[src/rtl/egress_pop_arbiter.sv]
// Drains destination FIFOs D0/D1 with round-robin pops and presents the words as one
// valid/ready stream through a 2-entry buffer. Define EGRESS_COUNT_EN for delivery counters.
module egress_pop_arbiter #(
    parameter int data_width = 6,
    parameter int cnt_width  = 8
) (
    input  logic                  clk,
    input  logic                  reset,
    input  logic                  init,
    input  logic [data_width-1:0] data_out_D0,
    input  logic [data_width-1:0] data_out_D1,
    input  logic                  empty_fifo_D0,
    input  logic                  empty_fifo_D1,
    input  logic                  out_ready,
    output logic                  D0_pop,
    output logic                  D1_pop,
    output logic [data_width-1:0] data_out,
    output logic                  dest_out,
    output logic                  valid_out,
    output logic                  idle_out,
    output logic                  active_out,
    output logic [cnt_width-1:0]  cnt_D0,
    output logic [cnt_width-1:0]  cnt_D1
);

    typedef enum logic [1:0] {
        ST_RESET,
        ST_INIT,
        ST_IDLE,
        ST_ACTIVE
    } state_e;

    state_e                state_q, state_d;
    logic                  init_q;
    logic                  inflight_q, inflight_d;
    logic                  inflight_src_q, inflight_src_d;
    logic                  last_grant_q, last_grant_d;
    logic                  head_valid_q, head_valid_d;
    logic                  tail_valid_q, tail_valid_d;
    logic [data_width-1:0] head_data_q, head_data_d;
    logic [data_width-1:0] tail_data_q, tail_data_d;
    logic                  head_dest_q, head_dest_d;
    logic                  tail_dest_q, tail_dest_d;

    logic                  req0, req1;
    logic                  grant0, grant1;
    logic                  dequeue;
    logic [1:0]            pending;
    logic                  credit_ok;
    logic                  pop_en;
    logic                  pop_any;
    logic                  drained;
    logic [data_width-1:0] cap_data;

    assign req0    = !empty_fifo_D0;
    assign req1    = !empty_fifo_D1;
    assign dequeue = head_valid_q & out_ready;

    // Words owed downstream: the one in flight plus those already buffered.
    assign pending   = 2'(inflight_q) + 2'(head_valid_q) + 2'(tail_valid_q);
    assign credit_ok = (pending < 2'd2) || (dequeue && (pending == 2'd2));

    // Under contention the source that lost last time wins; last_grant = 1 favours D0.
    assign grant1 = req1 && (!req0 || !last_grant_q);
    assign grant0 = req0 && !grant1;

    // init_q delays the stop by one cycle so pops depend only on registered state.
    assign pop_en  = (state_q == ST_ACTIVE) && init_q && credit_ok;
    assign D0_pop  = pop_en && grant0;
    assign D1_pop  = pop_en && grant1;
    assign pop_any = D0_pop || D1_pop;

    assign drained = !inflight_q && !head_valid_q && !tail_valid_q && !pop_any;

    assign inflight_d     = pop_any;
    assign inflight_src_d = D1_pop;
    assign last_grant_d   = pop_any ? D1_pop : last_grant_q;
    assign cap_data       = inflight_src_q ? data_out_D1 : data_out_D0;

    always_comb begin
        // NOTE: every always_comb output gets a default first; a path that leaves one unassigned infers a latch.
        head_valid_d = head_valid_q;
        head_data_d  = head_data_q;
        head_dest_d  = head_dest_q;
        tail_valid_d = tail_valid_q;
        tail_data_d  = tail_data_q;
        tail_dest_d  = tail_dest_q;

        if (dequeue) begin
            if (tail_valid_q) begin
                head_data_d  = tail_data_q;
                head_dest_d  = tail_dest_q;
                tail_valid_d = 1'b0;
            end else begin
                head_valid_d = 1'b0;
            end
        end

        // The FIFO read data arrives one cycle after the pop; it joins behind whatever remains.
        if (inflight_q) begin
            if (!head_valid_d) begin
                head_valid_d = 1'b1;
                head_data_d  = cap_data;
                head_dest_d  = inflight_src_q;
            end else begin
                tail_valid_d = 1'b1;
                tail_data_d  = cap_data;
                tail_dest_d  = inflight_src_q;
            end
        end
    end

    always_comb begin
        state_d = state_q;
        unique case (state_q)
            ST_RESET: state_d = ST_INIT;
            ST_INIT:  if (init) state_d = ST_IDLE;
            ST_IDLE: begin
                if (!init) begin
                    if (drained) state_d = ST_INIT;
                end else if (req0 || req1) begin
                    state_d = ST_ACTIVE;
                end
            end
            ST_ACTIVE: begin
                if (!init) begin
                    if (drained) state_d = ST_INIT;
                end else if (!req0 && !req1 && drained) begin
                    state_d = ST_IDLE;
                end
            end
            default: state_d = ST_INIT;
        endcase
    end

    always_ff @(posedge clk or negedge reset) begin
        if (!reset) begin
            state_q        <= ST_RESET;
            init_q         <= 1'b0;
            inflight_q     <= 1'b0;
            inflight_src_q <= 1'b0;
            last_grant_q   <= 1'b1;
            head_valid_q   <= 1'b0;
            tail_valid_q   <= 1'b0;
            // NOTE: buffer storage is reset because head_data_q drives data_out, which must read 0 after reset.
            head_data_q    <= '0;
            head_dest_q    <= 1'b0;
            tail_data_q    <= '0;
            tail_dest_q    <= 1'b0;
        end else begin
            // NOTE: state uses non-blocking assignments so every register samples pre-edge values.
            state_q        <= state_d;
            init_q         <= init;
            inflight_q     <= inflight_d;
            inflight_src_q <= inflight_src_d;
            last_grant_q   <= last_grant_d;
            head_valid_q   <= head_valid_d;
            tail_valid_q   <= tail_valid_d;
            head_data_q    <= head_data_d;
            head_dest_q    <= head_dest_d;
            tail_data_q    <= tail_data_d;
            tail_dest_q    <= tail_dest_d;
        end
    end

    assign valid_out  = head_valid_q;
    assign data_out   = head_data_q;
    assign dest_out   = head_dest_q;
    assign idle_out   = (state_q == ST_IDLE);
    assign active_out = (state_q == ST_ACTIVE);

`ifdef EGRESS_COUNT_EN
    logic [cnt_width-1:0] cnt_d0_q, cnt_d0_d;
    logic [cnt_width-1:0] cnt_d1_q, cnt_d1_d;

    assign cnt_d0_d = (dequeue && !head_dest_q) ? cnt_d0_q + cnt_width'(1) : cnt_d0_q;
    assign cnt_d1_d = (dequeue &&  head_dest_q) ? cnt_d1_q + cnt_width'(1) : cnt_d1_q;

    always_ff @(posedge clk or negedge reset) begin
        if (!reset) begin
            cnt_d0_q <= '0;
            cnt_d1_q <= '0;
        end else begin
            cnt_d0_q <= cnt_d0_d;
            cnt_d1_q <= cnt_d1_d;
        end
    end

    assign cnt_D0 = cnt_d0_q;
    assign cnt_D1 = cnt_d1_q;
`else
    assign cnt_D0 = '0;
    assign cnt_D1 = '0;
`endif

endmodule

[config.mk]
export PLATFORM = sky130hd
export DESIGN_NAME = egress_pop_arbiter
export DESIGN_NICKNAME = d
export VERILOG_FILES = /design/src/rtl/egress_pop_arbiter.sv
export SDC_FILE = /design/constraint.sdc
export NUM_CORES = 1
export LEC_CHECK = 0
export CAP_MARGIN = 40
export CORE_AREA = 2 2 67 69
export DETAILED_ROUTE_END_ITERATION = 8
export DIE_AREA = 0 0 69 71
export PLACE_DENSITY_LB_ADDON = 0.1
export SYNTH_ARGS = -nofsm -noshare
export SYNTH_HDL_FRONTEND = slang
export SYNTH_SLANG_ARGS = --single-unit
[constraint.sdc]
create_clock -name clk -period 3.6 [get_ports clk]
set_clock_uncertainty 0.05 [all_clocks]
set_input_delay 0.72 -clock clk [delete_from_list [all_inputs] [get_ports clk]]
set_output_delay 0.72 -clock clk [all_outputs]
set_load 0.005 [all_outputs]
==> results of run 1 <==
## metrics by stage
stage                     utilization [%]  worst slack [ns]  total power, uW
after floorplan                         -             0.986              654
after global placement               34.9             0.301              819
after CTS                            36.6            0.0819             1010
after detailed placement             35.3             0.230              831
final                                36.8             0.244             1000
after global routing                 36.8            0.0855             1080
## cell type report
| type | instances | area [um^2] |
|---|---|---|
| inverters | 3 | 11.3 |
| clock buffers | 4 | 55.1 |
| flip-flops and latches | 22 | 553 |
| multi-input cells | 78 | 556 |
| fillers | 415 | 2660 |
| repair buffers | 30 | 305 |
| well taps | 52 | 65.1 |
## final timing paths
path | end | depth (start not counted)
max in group asynchronous | valid_out | 2
hold / removal | tail_data_q[5] | 2
setup / recovery | D1_pop | 6
setup reg to reg | last_grant_q | 5
hold reg to reg | tail_data_q[5] | 2
min in group asynchronous | dest_out | 1
## power by group through the flow
stage                     clock [uW]  combinational (uW)  sequential, uW
after floorplan                    0                 238             416
after global placement             0                 389             431
after detailed placement           0                 397             435
after CTS                        184                 400             431
after global routing             193                 440             447
final                            176                 395             431
## routing by layer
| layer | GRT usage (%) | wire length (um) | vias to the layer above | part of all wire, % |
|---|---|---|---|---|
| met5 | 0 | 0 | - | 0 |
| met4 | 5.23 | 29 | 0 | 1.2 |
| met3 | 2.56 | 183 | 4 | 7.3 |
| met2 | 18.6 | 1230 | 31 | 49 |
| met1 | 12.9 | 1080 | 411 | 43 |
| li1 | - | - | 411 | - |
## cells by family (layout without fill, tap and decap cells)
group | Yosys count | in the layout | share of synthesized area, %
AO/OA/AOI/OAI | 23 | 23 | 12.8
buffers and inverters | 23 | 37 | 13.0
flip-flops | 22 | 22 | 45.9
multiplexers | 21 | 21 | 18.1
AND/OR/NAND/NOR | 17 | 17 | 8.22
adder cells (fa/ha/maj) | 1 | 1 | 1.66
other | 1 | 16 | 0.312
## registers in the layout (all words and copies together), names as in the netlist
| signal | cells |
|---|---|
| last_grant_q | 1 |
| inflight_q | 1 |
| tail_dest_q | 1 |
| dest_out | 1 |
| state_q | 2 |
| data_out | 6 |
| tail_data_q | 6 |
| valid_out | 1 |
| tail_valid_q | 1 |
| inflight_src_q | 1 |
| init_q | 1 |
## cells in the mapped netlist, types with 2 or more instances
library cell / n / area (um^2)
dfrtp_1: 21 / 526
mux2i_1: 18 / 180
buf_4: 16 / 120
o21ai_0: 9 / 45.0
o31ai_1: 8 / 60.1
nor2b_1: 3 / 18.8
nor3_1: 3 / 15.0
and2_1: 2 / 12.5
buf_2: 2 / 10.0
inv_1: 2 / 7.51
mux2_2: 2 / 22.5
nand2_1: 2 / 7.51
or3_1: 2 / 12.5
## placed cells by master, fill, tap and decap left out, types with 2 or more instances in the layout
cell type        instances
clkdlybuf4s50_1         29
o21ai_0                  9
or3_1                    2
clkbuf_8                 4
nand2_1                  2
nor3_1                   2
mux2_2                   2
inv_2                    2
and2_1                   2
nor2b_1                  3
o31ai_1                  8
mux2i_1                 18
dfrtp_1                 20
conb_1                  16
## critical path: cells and delay by family (launching register included)
family	cells	cell delay, ns
adders and majority gates	1	0.55
DFF	1	0.42
and+or+nand+nor	2	0.56
AOI/OAI and AO/OA	1	0.14
buffers and inverters	2	0.66
## repair_timing
action,in CTS,in global routing
gates cloned,0,0
endpoints found under the setup margin,1,1
gates resized for setup,1,2
==> flow_summary_export.csv, run 1 <==
group,metric,value,unit
placement,hpwl,1940,um
placement,gp_congestion,0.793,
finish,antenna_cells,0,
floorplanning,die_area,4900,um^2
critical_path,crit_chain,"inv_2 -> fa_1 -> a31oi_1 -> or2_2 -> nor3_2 -> clkdlybuf4s50_1",
clock_network,cts.sink_count,22,
grt,grt_pass1_vias,948,
clock_network,clkLatencyLatePin,0.26,ns
routing,vias,857,
power_and_ir_drop,clkPwrFrac,17.6,%
floorplanning,die_x,69,um
yosys,ys_warn_count,0,
yosys,async_reset_ff_share,100,%
grt,grt.overflow.total,0,
routing,dr.first_iter.drc_count,22,
critical_path,timing.rr.start,"valid_out",
timing,setup_viol,0,
power_and_ir_drop,switchingPower,327,uW
clock_network,numCtsBuffers,3,
yosys,synth_edf_count,0,
power_and_ir_drop,pwr-share-seq,43.0,%
grt,track_usage,10.9,%
floorplanning,start_util,28.6,%
timing,timing.hold.ws,0.467,ns
critical_path,r2r_setup_slack,1.65,ns
grt,antenna_found_initial,0,
grt,grt_pass1_wl,4310,um
timing,relSlewSlack,56.3,%
yosys,avgSynthCellArea,11.1,um^2
timing,min_period,3.36,ns
clock_network,postCtsSetupRepairBufs,0,
critical_path,cp-start-kind,"flip-flop",
finish,areaGrowthSynthToFinish,28.5,%
routing,post_drt_wl_per_cell,13.3,um
yosys,yosys_register_bits,22,
timing,rsz0062_at_grt,"false",
clock_network,clkTransAtPathRegs,0.08,ns
timing,max_freq,298,MHz
clock_network,root_buffer,"clkbuf_8",
yosys,synth_cell_types,31,
critical_path,crit_path_start,"valid_out",
placement,dp_cells,185,
status,status,"finished, final reports clean",
finish,fin_area,1550,um^2
power_and_ir_drop,power_density,649,nW/um^2
clock_network,cts_tree,"done",
placement,placed_cell_area,1480,um^2
clock_network,htree_levels,1,
routing,viasPerCell,4.53,
timing,worst_pin_slew,0.654,ns
job,drv_cap,0,
critical_path,cp-end-kind,"output port",
routing,totalWireLength,2520,um
yosys,synth.yosys.seq_area_share,45.9,%
power_and_ir_drop,netSwitchingFraction,32.7,%
placement,port_buffers,29,
timing,finalHoldViolCount,0,
grt,grt_max_degree,14,
yosys,synthCells,108,
floorplanning,num_io_pins,46,
floorplanning,coreArea,4200,um^2
routing,drc,0,
clock_network,ctsLongestPathBuffers,2,
power_and_ir_drop,p_int,675,uW
timing,fin_setup_tns,0,ns
finish,nets,157,
finish,finalNonFillerCells,189,
critical_path,critPathSlowestCell,"fa_1",
hold_path,min_from,"tail_data_q[5]",
critical_path,worstPathArrival,2.59,ns
power_and_ir_drop,vdd_ir_drop_max,194,uV
floorplanning,die_h,71,um
floorplanning,rows,24,
yosys,syn_area,1200,um^2
power_and_ir_drop,power_frac_comb,39.4,%
critical_path,crit_type,"reg -> out",
routing,drt_first_pass_iters,4,
critical_path,critical_path_required,2.83,ns
finish,drive_gt1_share,11.7,%
timing,period_share,93.2,%
power_and_ir_drop,p_leak,0.000705,uW
yosys,synth_ff_type,"dfrtp_1",
critical_path,max_stage_delay,0.55,ns
hold_path,worstHoldPathType,"reg -> reg",
clock_network,cts_hold_buffers,0,
routing,antenna_left,0,
critical_path,cp_max_fo,11,
timing,slew_violations,0,
No activity file was read; power rests on OpenSTA's default activity.
==> inputs of run 2 (changes only) <==
--- a/config.mk
+++ b/config.mk
@@ -7,6 +7,7 @@
 export LEC_CHECK = 0
 export CAP_MARGIN = 40
 export CORE_AREA = 2 2 67 69
+export CTS_CLUSTER_DIAMETER = 150
 export DETAILED_ROUTE_END_ITERATION = 8
 export DIE_AREA = 0 0 69 71
 export PLACE_DENSITY_LB_ADDON = 0.1
==> results of run 2 <==
The final DEF is identical to that of run 1; final timing and power are the same.
==> inputs of run 3 (changes only) <==
--- a/config.mk
+++ b/config.mk
@@ -11,6 +11,9 @@
 export DETAILED_ROUTE_END_ITERATION = 8
 export DIE_AREA = 0 0 69 71
 export PLACE_DENSITY_LB_ADDON = 0.1
+export RECOVER_POWER = 25
+export SKIP_CTS_REPAIR_TIMING = 1
+export SLEW_MARGIN = 20
 export SYNTH_ARGS = -nofsm -noshare
 export SYNTH_HDL_FRONTEND = slang
 export SYNTH_SLANG_ARGS = --single-unit
==> run 3 against run 2 <==
Against the previous run:
- maximum frequency fell by 0.68%
- die area did not move
- worst hold slack got worse by 0.0025 ns
- first-iteration DRC count rose by 23%
- critical endpoint unchanged
- largest cell class unchanged
==> flow_summary_export.csv, run 3 (same netlist as run 1, synthesis figures left out) <==
group,metric,value,unit
routing,totalWireLength,2520,um
job,drv_cap,0,
power_and_ir_drop,power_frac_comb,39.8,%
finish,mostFrequentLayoutCells,"27 x clkdlybuf4s50_1, 20 x dfrtp_1, 18 x mux2i_1, 16 x conb_1, 9 x o21ai_0",
routing,drt_first_pass_iters,4,
finish,utilization,36.8,%
finish,layout_commonest_cell,"clkdlybuf4s50_1",
critical_path,critical_path_required,2.83,ns
grt,antenna_found_initial,0,
routing,dr.first_iter.drc_count,27,
critical_path,timing.rr.end,"last_grant_q",
placement,pre_cts_ws,0.230,ns
finish,finalNonFillerCells,190,
placement,port_buffers,29,
placement,dp_cells,185,
status,status,"finished, final reports clean",
critical_path,critPathSlowestCell,"fa_1",
power_and_ir_drop,pwr-share-seq,42.8,%
critical_path,reg2regPathDepth,5,
critical_path,worstPathArrival,2.61,ns
critical_path,crit_type,"reg -> out",
timing,fin_setup_tns,0,ns
floorplanning,die_h,71,um
timing,min_period,3.38,ns
floorplanning,coreArea,4200,um^2
clock_network,cts.sink_count,22,
power_and_ir_drop,p_leak,0.000702,uW
clock_network,clkTransAtPathRegs,0.08,ns
power_and_ir_drop,vdd_ir_drop_max,193,uV
finish,nFillCells,415,
critical_path,crit_path_start,"valid_out",
routing,antenna_left,0,
routing,post_drt_wl_per_cell,13.3,um
power_and_ir_drop,switchingPower,330,uW
timing,setup_viol,0,
power_and_ir_drop,clkPwrFrac,17.4,%
clock_network,numCtsBuffers,3,
timing,max_freq,296,MHz
timing,finalHoldViolCount,0,
floorplanning,die_area,4900,um^2
critical_path,cp-start-kind,"flip-flop",
finish,areaGrowthSynthToFinish,28.5,%
critical_path,timing.rr.start,"valid_out",
critical_path,crit_chain,"clkinvlp_4 -> fa_1 -> a31oi_1 -> or2_2 -> nor3_2 -> clkdlybuf4s50_1",
timing,layout_setup_ws,0.221,ns
floorplanning,start_util,28.6,%
clock_network,cts_tree,"done",
clock_network,htree_levels,1,
critical_path,cp-end-kind,"output port",
floorplanning,die_x,69,um
power_and_ir_drop,netSwitchingFraction,32.6,%
power_and_ir_drop,power_density,654,nW/um^2
timing,relSlewSlack,49.3,%
floorplanning,num_io_pins,46,
routing,drc,0,
placement,hpwl,1940,um
timing,slew_violations,0,
critical_path,worst-path-buf-inv,2,
floorplanning,rows,24,
finish,drive_gt1_share,11.6,%
grt,grt.overflow.total,0,
critical_path,r2r_setup_slack,1.63,ns
critical_path,cp_num_cells,6,
critical_path,max_stage_delay,0.54,ns
grt,track_usage,10.9,%
timing,rsz0062_at_grt,"false",
routing,viasPerCell,4.53,
critical_path,critPathTopFamily,"buffers and inverters",
timing,period_share,93.9,%
finish,nets,158,
critical_path,cp_max_fo,6,
grt,grt_pass1_wl,4310,um
critical_path,crit_end,"D1_pop",
grt,grt_pass1_vias,948,
hold_path,worstHoldPathType,"reg -> reg",
clock_network,ctsLongestPathBuffers,2,
power_and_ir_drop,p_int,681,uW
grt,grt_max_degree,14,
timing,timing.hold.ws,0.465,ns
clock_network,clkLatencyLatePin,0.26,ns
routing,vias,860,
placement,gp_congestion,0.793,
clock_network,root_buffer,"clkbuf_8",
timing,worst_pin_slew,0.761,ns
finish,antenna_cells,0,
run 3: cell count changes in the layout (fill, tap and decap cells not counted):
cell             previous run  this run
clkdlybuf4s50_1            29        27
clkbuf_1                    0         1
buf_4                       0         1
inv_2                       2         1
clkinvlp_4                  0         1
buf_8                       1         0
dlygate4sd3_1               0         2
run 3: worst reg2reg max path, cell delays in order, from the launching register on:
cell and delay [ns]:
dfrtp_2 0.44, clkinvlp_4 0.13, fa_1 0.54, a31oi_1 0.14, or2_2 0.36, o31ai_1 0.22
run 3: metrics by stage:
step                total power (uW)  cell area [um^2]
detailed placement               831              1480
floorplan                        654              1260
finish                          1010              1550
CTS                             1010              1540
global placement                 819              1470
global route                    1090              1550
run 3: how the worst min path moves through the flow:
| stage | startpoint | endpoint | slack, ns | depth (start not counted) |
|---|---|---|---|---|
| finish | tail_data_q[5] | tail_data_q[5] | 0.46 | 2 |
| global route | last_grant_q | last_grant_q | 0.50 | 2 |
| CTS | last_grant_q | last_grant_q | 0.47 | 2 |
| detailed placement | tail_data_q[0] | tail_data_q[0] | 0.45 | 2 |
| global placement | last_grant_q | last_grant_q | 0.45 | 2 |
| floorplan | reset | data_out[0] | 0.37 | 0 |
run 3: power groups by stage:
stage | clock, uW | sequential [uW] | combinational (uW)
5_1_grt | 193 | 449 | 448
2_1_floorplan | 0 | 416 | 238
3_5_place_dp | 0 | 435 | 397
3_3_place_gp | 0 | 431 | 389
6_report | 176 | 433 | 402
4_1_cts | 184 | 430 | 399
run 3: cell type report:
type	instances	area (um^2)	share of cell area, %
Timing Repair Buffer	31	302	19.5
Tap cell	52	65.1	4.21
Clock buffer	4	55.1	3.56
Inverter	3	15.0	0.972
Multi-Input combinational cell	78	556	36.0
Sequential cell	22	553	35.8
run 3: layer usage:
metal	GRT usage [%]	share of wire (%)
met4	5.23	1.1
met1	12.9	43
met3	2.56	7.3
met2	18.6	49
met5	0	0
